## src/rtl/piezo_pkg.sv

```systemverilog
// rtl/piezo_pkg.sv - shared state type, widths and priority helpers for the piezo arbiter
package piezo_pkg;

  localparam int NREQ   = 3;
  localparam int TONE_W = 13;
  localparam int DUR_W  = 8;

  localparam logic [TONE_W-1:0] SILENCE = '0;

  typedef enum logic [1:0] {IDLE, PLAY, GAP} state_t;

  // One-hot of the lowest set bit, which is the highest-priority requester
  function automatic logic [NREQ-1:0] first_set(input logic [NREQ-1:0] r);
    logic [NREQ-1:0] f;
    f = '0;
    for (int i = NREQ - 1; i >= 0; i--) begin
      if (r[i]) begin
        f    = '0;
        f[i] = 1'b1;
      end
    end
    return f;
  endfunction

  // All indices strictly below a one-hot owner, i.e. the requesters that outrank it
  function automatic logic [NREQ-1:0] below_mask(input logic [NREQ-1:0] owner);
    logic [NREQ-1:0] m;
    logic            seen;
    m    = '0;
    seen = 1'b0;
    for (int i = NREQ - 1; i >= 0; i--) begin
      m[i] = seen;
      seen = seen | owner[i];
    end
    return m;
  endfunction

endpackage

```

## src/rtl/piezo_dur_counter.sv

```systemverilog
// rtl/piezo_dur_counter.sv - tick-enabled down counter timing both tones and silent gaps
module piezo_dur_counter
  import piezo_pkg::*;
(
  input  logic             clk,
  input  logic             rst,
  input  logic             load,
  input  logic [DUR_W-1:0] load_val,
  input  logic             en,
  output logic             last
);

  logic [DUR_W-1:0] cnt;

  always_ff @(posedge clk) begin
    if (rst) begin
      cnt <= '0;
    end else if (load) begin
      cnt <= load_val;
    end else if (en && (cnt != '0)) begin
      cnt <= cnt - DUR_W'(1);
    end
  end

  assign last = en && (cnt == DUR_W'(1));

endmodule

```

## src/rtl/piezo_arbiter.sv

```systemverilog
// rtl/piezo_arbiter.sv - fixed-priority sharing of one piezo tone generator; PIEZO_PREEMPT_EN enables preemption
module piezo_arbiter
  import piezo_pkg::*;
#(
  parameter int GAP_TICKS = 2
) (
  input  logic              clk,
  input  logic              rst,
  input  logic              tick,
  input  logic [NREQ-1:0]   req,
  input  logic [TONE_W-1:0] tone0,
  input  logic [TONE_W-1:0] tone1,
  input  logic [TONE_W-1:0] tone2,
  input  logic [DUR_W-1:0]  dur0,
  input  logic [DUR_W-1:0]  dur1,
  input  logic [DUR_W-1:0]  dur2,
  output logic [NREQ-1:0]   grant,
  output logic [TONE_W-1:0] play_sound,
  output logic              busy,
  output logic              done
);

  state_t            state_q, state_d;
  logic [NREQ-1:0]   grant_d, start_vec;
  logic [TONE_W-1:0] play_d, sel_tone;
  logic [DUR_W-1:0]  sel_dur, cnt_val;
  logic              start, preempt, done_d, busy_d, cnt_load, cnt_last, cnt_en;
  logic [TONE_W-1:0] tones [NREQ];
  logic [DUR_W-1:0]  durs  [NREQ];

  assign tones[0] = tone0;
  assign tones[1] = tone1;
  assign tones[2] = tone2;
  assign durs[0]  = dur0;
  assign durs[1]  = dur1;
  assign durs[2]  = dur2;

`ifdef PIEZO_PREEMPT_EN
  logic [NREQ-1:0] owner_q;

  always_ff @(posedge clk) begin
    if (rst) begin
      owner_q <= '0;
    end else if (start) begin
      owner_q <= start_vec;
    end
  end
`endif

  always_comb begin
    start     = 1'b0;
    preempt   = 1'b0;
    start_vec = '0;
    if ((state_q == IDLE) && (|req)) begin
      start     = 1'b1;
      start_vec = first_set(req);
    end
`ifdef PIEZO_PREEMPT_EN
    else if ((state_q == PLAY) && (|(req & below_mask(owner_q)))) begin
      start     = 1'b1;
      preempt   = 1'b1;
      start_vec = first_set(req & below_mask(owner_q));
    end
`endif
  end

  always_comb begin
    sel_tone = SILENCE;
    sel_dur  = '0;
    for (int i = 0; i < NREQ; i++) begin
      if (start_vec[i]) begin
        sel_tone = sel_tone | tones[i];
        sel_dur  = sel_dur | durs[i];
      end
    end
  end

  always_comb begin
    state_d  = state_q;
    grant_d  = '0;
    done_d   = 1'b0;
    play_d   = play_sound;
    cnt_load = 1'b0;
    cnt_val  = '0;
    if (start) begin
      grant_d = start_vec;
      done_d  = preempt;
      if (sel_dur == '0) begin
        // Zero-length tone: acknowledge and finish at once, staying silent
        done_d = 1'b1;
        play_d = SILENCE;
        if (GAP_TICKS == 0) begin
          state_d = IDLE;
        end else begin
          state_d  = GAP;
          cnt_load = 1'b1;
          cnt_val  = DUR_W'(GAP_TICKS);
        end
      end else begin
        play_d   = sel_tone;
        state_d  = PLAY;
        cnt_load = 1'b1;
        cnt_val  = sel_dur;
      end
    end else begin
      case (state_q)
        PLAY: begin
          if (cnt_last) begin
            done_d = 1'b1;
            play_d = SILENCE;
            if (GAP_TICKS == 0) begin
              state_d = IDLE;
            end else begin
              state_d  = GAP;
              cnt_load = 1'b1;
              cnt_val  = DUR_W'(GAP_TICKS);
            end
          end
        end
        GAP: begin
          play_d = SILENCE;
          if (cnt_last) begin
            state_d = IDLE;
          end
        end
        default: play_d = SILENCE;
      endcase
    end
    busy_d = (state_d != IDLE);
  end

  // A tick landing in the grant cycle is deliberately not counted
  assign cnt_en = tick && !(|grant);

  piezo_dur_counter u_dur_counter (
    .clk      (clk),
    .rst      (rst),
    .load     (cnt_load),
    .load_val (cnt_val),
    .en       (cnt_en),
    .last     (cnt_last)
  );

  always_ff @(posedge clk) begin
    if (rst) begin
      state_q    <= IDLE;
      grant      <= '0;
      done       <= 1'b0;
      busy       <= 1'b0;
      play_sound <= SILENCE;
    end else begin
      state_q    <= state_d;
      grant      <= grant_d;
      done       <= done_d;
      busy       <= busy_d;
      play_sound <= play_d;
    end
  end

endmodule

```

## config.mk

```make
export PLATFORM = sky130hd
export DESIGN_NAME = piezo_arbiter
export DESIGN_NICKNAME = d
export VERILOG_FILES = /design/src/rtl/piezo_pkg.sv /design/src/rtl/piezo_dur_counter.sv /design/src/rtl/piezo_arbiter.sv
export SDC_FILE = /design/constraint.sdc
export NUM_CORES = 1
export LEC_CHECK = 0
export BUFFER_PORTS_ARGS = -buffer_cell sky130_fd_sc_hd__buf_2
export CAP_MARGIN = 40
export CORE_ASPECT_RATIO = 1.75
export CORE_MARGIN = 4
export CORE_UTILIZATION = 45
export DETAILED_ROUTE_END_ITERATION = 12
export PLACE_DENSITY = 0.8
export SYNTH_ARGS = -nofsm -noshare
export SYNTH_HDL_FRONTEND = slang
export SYNTH_SLANG_ARGS = --single-unit
```

## constraint.sdc

```tcl
create_clock -name clk -period 2.8 [get_ports clk]
set_input_delay 0.28 -clock clk [delete_from_list [all_inputs] [get_ports clk]]
set_output_delay 0.28 -clock clk [all_outputs]
set_load 0.01 [all_outputs]
```

After elaboration in Yosys (flattened, before gate mapping). Cells that the tools add are included.

Add/subtract/negate cells: 1. Multiply operators: 0. Div/mod/pow operators: 0. $lt $le $gt $ge: 0. Equality and inequality tests: 4. Shifts and indexed selects: 0. Mux-type cells: 31. Bitwise gates (word level): 5. Reductions and logical operators: 13.

Operator list (number): $mux 13 (7); $mux 8 (7); $or 13x13->13 (2); $or 8x8->8 (2); $mux 2 (6); $mux 3 (4); $eq 8x1->1 const B (1); $logic_not 8->1 (1); $reduce_bool 8->1 (1); $sub 8x1->8 const B (1); $mux 1 (6); $reduce_or 3->1 (2); $logic_and 1x1->1 (4); $pmux 2 s2 (1); $reduce_bool 2->1 (2); $ne 3x3->1 const B (1); $eq 2x1->1 const B (1); $eq 2x2->1 const B (1); $logic_not 2->1 (1); $reduce_or 2->1 (1); $logic_not 1->1 (1); $not 1->1 (1).

Register bits after elaboration: 28. Bits in latches: 0. Memory bits (writable): 0. Memory bits (read-only): 0. Bits of input ports: 69. Output and inout port bits: 18. Word-level logic and storage cells: 60. Memories: 0.

Depth between registers and ports, before layout.
Depth after elaboration: 13. Depth in mapped cells: 9. Depth with buffers taken out: 7.

Modules after synthesis. A second synthesis with hierarchy kept.

Cells, all modules: 232. Area total of the unflattened synthesis: 1884.3 µm².

Modules (own cells, without submodules): piezo_arbiter (instances 1, cells an instance 161, area an instance 1302.5 µm², sequential area each 400.4 µm²); piezo_dur_counter (instances 1, cells an instance 71, area an instance 581.8 µm², sequential area each 160.2 µm²).

Worst setup path after synthesis. Ideal clock, no wire load.

Kind: reg-to-reg. From: register state_q[0]. To: register play_sound[0]. Setup time: 117 ps. Data arrival time: 2277 ps. Required time: 2683 ps. Setup slack: 405 ps. Cell stages (with the launch flop): 10. Path buffers: 2. Clock period less this slack: 2395 ps. Cells stage by stage: dfxtp_1 inv_1 ha_1 and2_4 buf_2 a222oi_1 nand4_1 o41ai_2 buf_4 o21ai_1.

Longest elaborated chain between the ends: 11. Elaborated cells between the ends (all ways): 20. Classes of those cells: 2 x eq/ne; 11 x mux; 4 x bitwise; 3 x reduce/logical.

Ends and longest elaborated chain: start: declaration (RTL line piezo_arbiter.sv:23) `state_t state_q, state_d;`; start signal: assignment (RTL line piezo_arbiter.sv:152) `state_q <= state_d;`; $logic_not 2->1 (RTL line piezo_arbiter.sv:54) `if ((state_q == IDLE) && (|req)) begin`; $logic_and 1x1->1 (RTL line piezo_arbiter.sv:54); $mux 3 (RTL line piezo_arbiter.sv:54); $mux 8 (RTL line piezo_arbiter.sv:71) `if (start_vec[i]) begin`; $or 8x8->8 (RTL line piezo_arbiter.sv:73) `sel_dur = sel_dur | durs[i];`; $mux 8 (RTL line piezo_arbiter.sv:71); $or 8x8->8 (RTL line piezo_arbiter.sv:73); $mux 8 (RTL line piezo_arbiter.sv:71); $logic_not 8->1 (RTL line piezo_arbiter.sv:88) `if (sel_dur == '0) begin`; $mux 13 (RTL line piezo_arbiter.sv:88); $mux 13 (RTL line piezo_arbiter.sv:85) `if (start) begin`; end signal: assignment (RTL line piezo_arbiter.sv:156) `play_sound <= play_d;`; end: declaration (RTL line piezo_arbiter.sv:18) `output logic [TONE_W-1:0] play_sound,`.

Several ways; a longest one is shown, not always the timed one. A chain may end at the register's enable or synchronous reset.

Worst setup path after layout.
From: register state_q[0]. To: register state_q[1].

Longest elaborated chain between the ends: 11. Elaborated cells between the ends (all ways): 15. Classes of those cells: 2 x eq/ne; 8 x mux; 2 x bitwise; 3 x reduce/logical.

Ends and longest elaborated chain (RTL line): $logic_not 2->1 (piezo_arbiter.sv:54); $logic_and 1x1->1 (piezo_arbiter.sv:54); $mux 3 (piezo_arbiter.sv:54); $mux 8 (piezo_arbiter.sv:71); $or 8x8->8 (piezo_arbiter.sv:73); $mux 8 (piezo_arbiter.sv:71); $or 8x8->8 (piezo_arbiter.sv:73); $mux 8 (piezo_arbiter.sv:71); $logic_not 8->1 (piezo_arbiter.sv:88); $mux 2 (piezo_arbiter.sv:88); $mux 2 (*) (piezo_arbiter.sv:85).

Every way passes the cells marked *; elsewhere a longest branch is shown, timed or not.

==> flow_summary.ini <==
[synth]
avgSynthCellArea_sq_um = 7.957
synth-async-reset-ratio_pct = 0
syn_inst = 203
synth.distinct_cells = 44
synth_nets = 277
synth_edf_count = 0
synth_flop_cell = dfxtp_1
syn_area_sq_um = 1615
synth_seq_area_share_pct = 34.70
yosys_warnings = 0
ys_ff_latch = 28

[timing]
finalSetupTns_ps = 0
setup_viol = 0
finalHoldViolCount = 0
finalCriticalPeriod_ps = 2597
slew_headroom_pct = 46.86
fin_skew_ps = 2.599
worst-slew-pin-transition_ps = 797.1
rsz0062_at_grt = false
finalCritPeriodShare_pct = 92.76
fmax_ghz = 0.3850
maxSlewViolCount = 0

[die]
core-area_sq_um = 3433
start_util_pct = 47.05
fp-row-count = 28
die_area_sq_um = 4650
ios = 87
die_y_um = 87.26
die_w_um = 53.29

[power_and_ir_drop]
internal-power_w = 0.0007640
p_leak_nw = 0.9942
ir_worst_vdd_mv = 0.3505
swShare_pct = 35.03
switchingPower_w = 0.0004119
power_frac_seq_pct = 41.9
power_frac_clock_pct = 21.3
combPwrFrac_pct = 36.8
power_density_nw_per_um2 = 549.6

[clock_tree]
numCtsBuffers = 3
post_cts_buffers = 0
cts_tree = built
ctsResizeCount = 0
insertion_delay_ps = 280
clk_pin_slew_worst_paths_ps = 90
cts_sinks = 28
cts_hold_buf = 0
cts_root_buffer = clkbuf_8
htree_levels = 1
cts.path.max_buffers = 2

[critical_path]
required_ps = 3010
cp.arrival_ps = 2810
cpMaxStageDelayCell = or4_1
max_stage_delay_ps = 600
crit_path_cell_trace = inv_1 -> ha_1 -> and2_4 -> a222oi_1 -> nand4_1 -> or4_1 -> nor3_1
critPathCaptureType = flip-flop
worst_setup_path_start_kind = flip-flop
cp_max_fo = 21
crit_type = flip-flop to flip-flop

[detailed_routing]
dr.pass1.iters = 5
drt.antenna.violating_nets = 0
viasPerCell = 5.779
drtIter0Drc = 85
num_vias = 1907
drc = 0
routedWlPerCell_um = 15.30
routed_wl_um = 5050

[finish]
n_antenna_cell = 0
syn_to_final_growth_pct = 32.46
post_route_cells_drive_above_1_share_pct = 34.04
fin_util_pct = 62.32
final_nets = 360
fin_area_sq_um = 2140
fin_cells = 330

[status]
status = finished, final reports clean

[grt]
grt_max_degree = 22
globalRouteTotalUtil_pct = 22.76
grt_overflow = 0
first_global_vias = 1968
grt_pass1_wl_um = 8010
antenna_found_initial = 0

[worst_hold_path]
hold_path_class = input port to flip-flop

[placed_design]
port_buffers = 86
dpl_cell_area_sq_um = 2085
dp_cells = 326
dp_hpwl_um = 4220
place_congestion = 0.8958

[job]
cap_violations = 0
==> through the flow <==
step           power (W)  hold slack (ps)  worst slack (ps)
2_1_floorplan  0.0007823            358.5             405.4
3_3_place_gp   0.0009191            430.8             352.9
3_5_place_dp   0.0009308            438.7             238.8
4_1_cts         0.001177            258.3             213.3
5_1_grt         0.001249            271.5             11.81
6_report        0.001176            254.1             202.7
==> cells in the final DEF, fill, tap and decap left out, types with 2 or more instances in the layout <==
master	synthesis	layout
nor3_1	10	10
a221oi_1	3	3
inv_1	8	8
a211oi_1	2	2
a222oi_1	4	4
nand2b_1	2	2
buf_2	1	86
a211o_1	4	4
nand2_1	24	24
o22ai_1	2	2
a21oi_1	24	24
a22o_1	13	13
nand3b_1	2	2
nor3b_1	3	3
o21ai_0	3	3
clkbuf_8	0	4
buf_4	2	4
nand4_1	3	3
o21ai_1	14	14
nand3_1	3	3
ha_1	5	5
nor2_1	10	10
nor4_1	4	4
dfxtp_1	28	28
==> path summary, 6_finish.rpt <==
path,from,to,slack (ps),depth (start not counted)
worst max-delay path,state_q[0]$_SDFF_PP0_,state_q[1]$_SDFF_PP0_,200,7
worst min-delay path,tone0[8],play_sound[8]$_SDFFE_PP0P_,250,3
worst max register to register,state_q[0]$_SDFF_PP0_,state_q[1]$_SDFF_PP0_,200,7
worst min register to register,play_sound[8]$_SDFFE_PP0P_,play_sound[8]$_SDFFE_PP0P_,450,2
==> critical path: cells and delay by family, from the launching register on <==
| family | cells | cell delay, ps |
|---|---|---|
| AO/OA/AOI/OAI | 1 | 510 |
| adder cells (fa/ha/maj) | 1 | 290 |
| AND/OR/NAND/NOR | 4 | 1280 |
| flip-flops | 1 | 360 |
| buffers and inverters | 1 | 90 |
==> area by class of cell <==
| type | instances | area [sq um] |
|---|---|---|
| well taps | 45 | 56.30 |
| clock buffers | 4 | 55.05 |
| fillers | 353 | 1294 |
| repair buffers | 90 | 460.4 |
| flip-flops and latches | 28 | 560.5 |
| multi-input cells | 155 | 977.2 |
| inverters | 8 | 30.03 |
==> state kept, by name, indices dropped and copies added, names as in the netlist <==
signal             flops
grant                  3
done                   1
play_sound            13
state_q                2
busy                   1
u_dur_counter.cnt      8
==> cell families after synthesis <==
group,after synthesis,share of synthesized area (%)
xor+xnor,1,0.5423
buf+inv,20,5.189
flops,28,34.70
fa+ha+maj,5,3.873
compound gates,78,32.92
simple gates,71,22.77
==> power groups by stage <==
| stage | Sequential, W | Combinational, W | Clock [W] |
|---|---|---|---|
| floorplan | 0.000504 | 0.000278 | 0 |
| global placement | 0.000499 | 0.000421 | 0 |
| detailed placement | 0.000501 | 0.000430 | 0 |
| CTS | 0.000492 | 0.000432 | 0.000253 |
| global route | 0.000502 | 0.000480 | 0.000267 |
| finish | 0.000493 | 0.000433 | 0.000250 |
==> cell usage after synthesis, drive strengths merged (3+ instances only) <==
master	n	area, sq um
nor4	4	25.02
a211o	4	35.03
nor3b	3	22.52
buf	3	20.01
nand3	3	15.01
inv	8	30.03
a221oi	3	26.28
a21oi	24	120.1
nor3	10	50.05
a22o	13	113.9
nand2	24	90.09
ha	5	62.56
dfxtp	28	560.5
a222oi	4	40.04
nand4	3	18.77
o21ai	17	85.08
clkbuf	9	33.78
nor2	10	37.54
==> metal layers <==
metal  vias up  wire length (um)  GRT usage [%]  part of all wire, %
met5         -                 0              0                    0
met4         0               193          12.33                  3.8
met3        19               552          5.146                   11
met2       117              2508          41.45                   50
met1       835              1795          22.56                   36
li1        936                 -              -                    -
No activity file was read; power rests on OpenSTA's default activity.
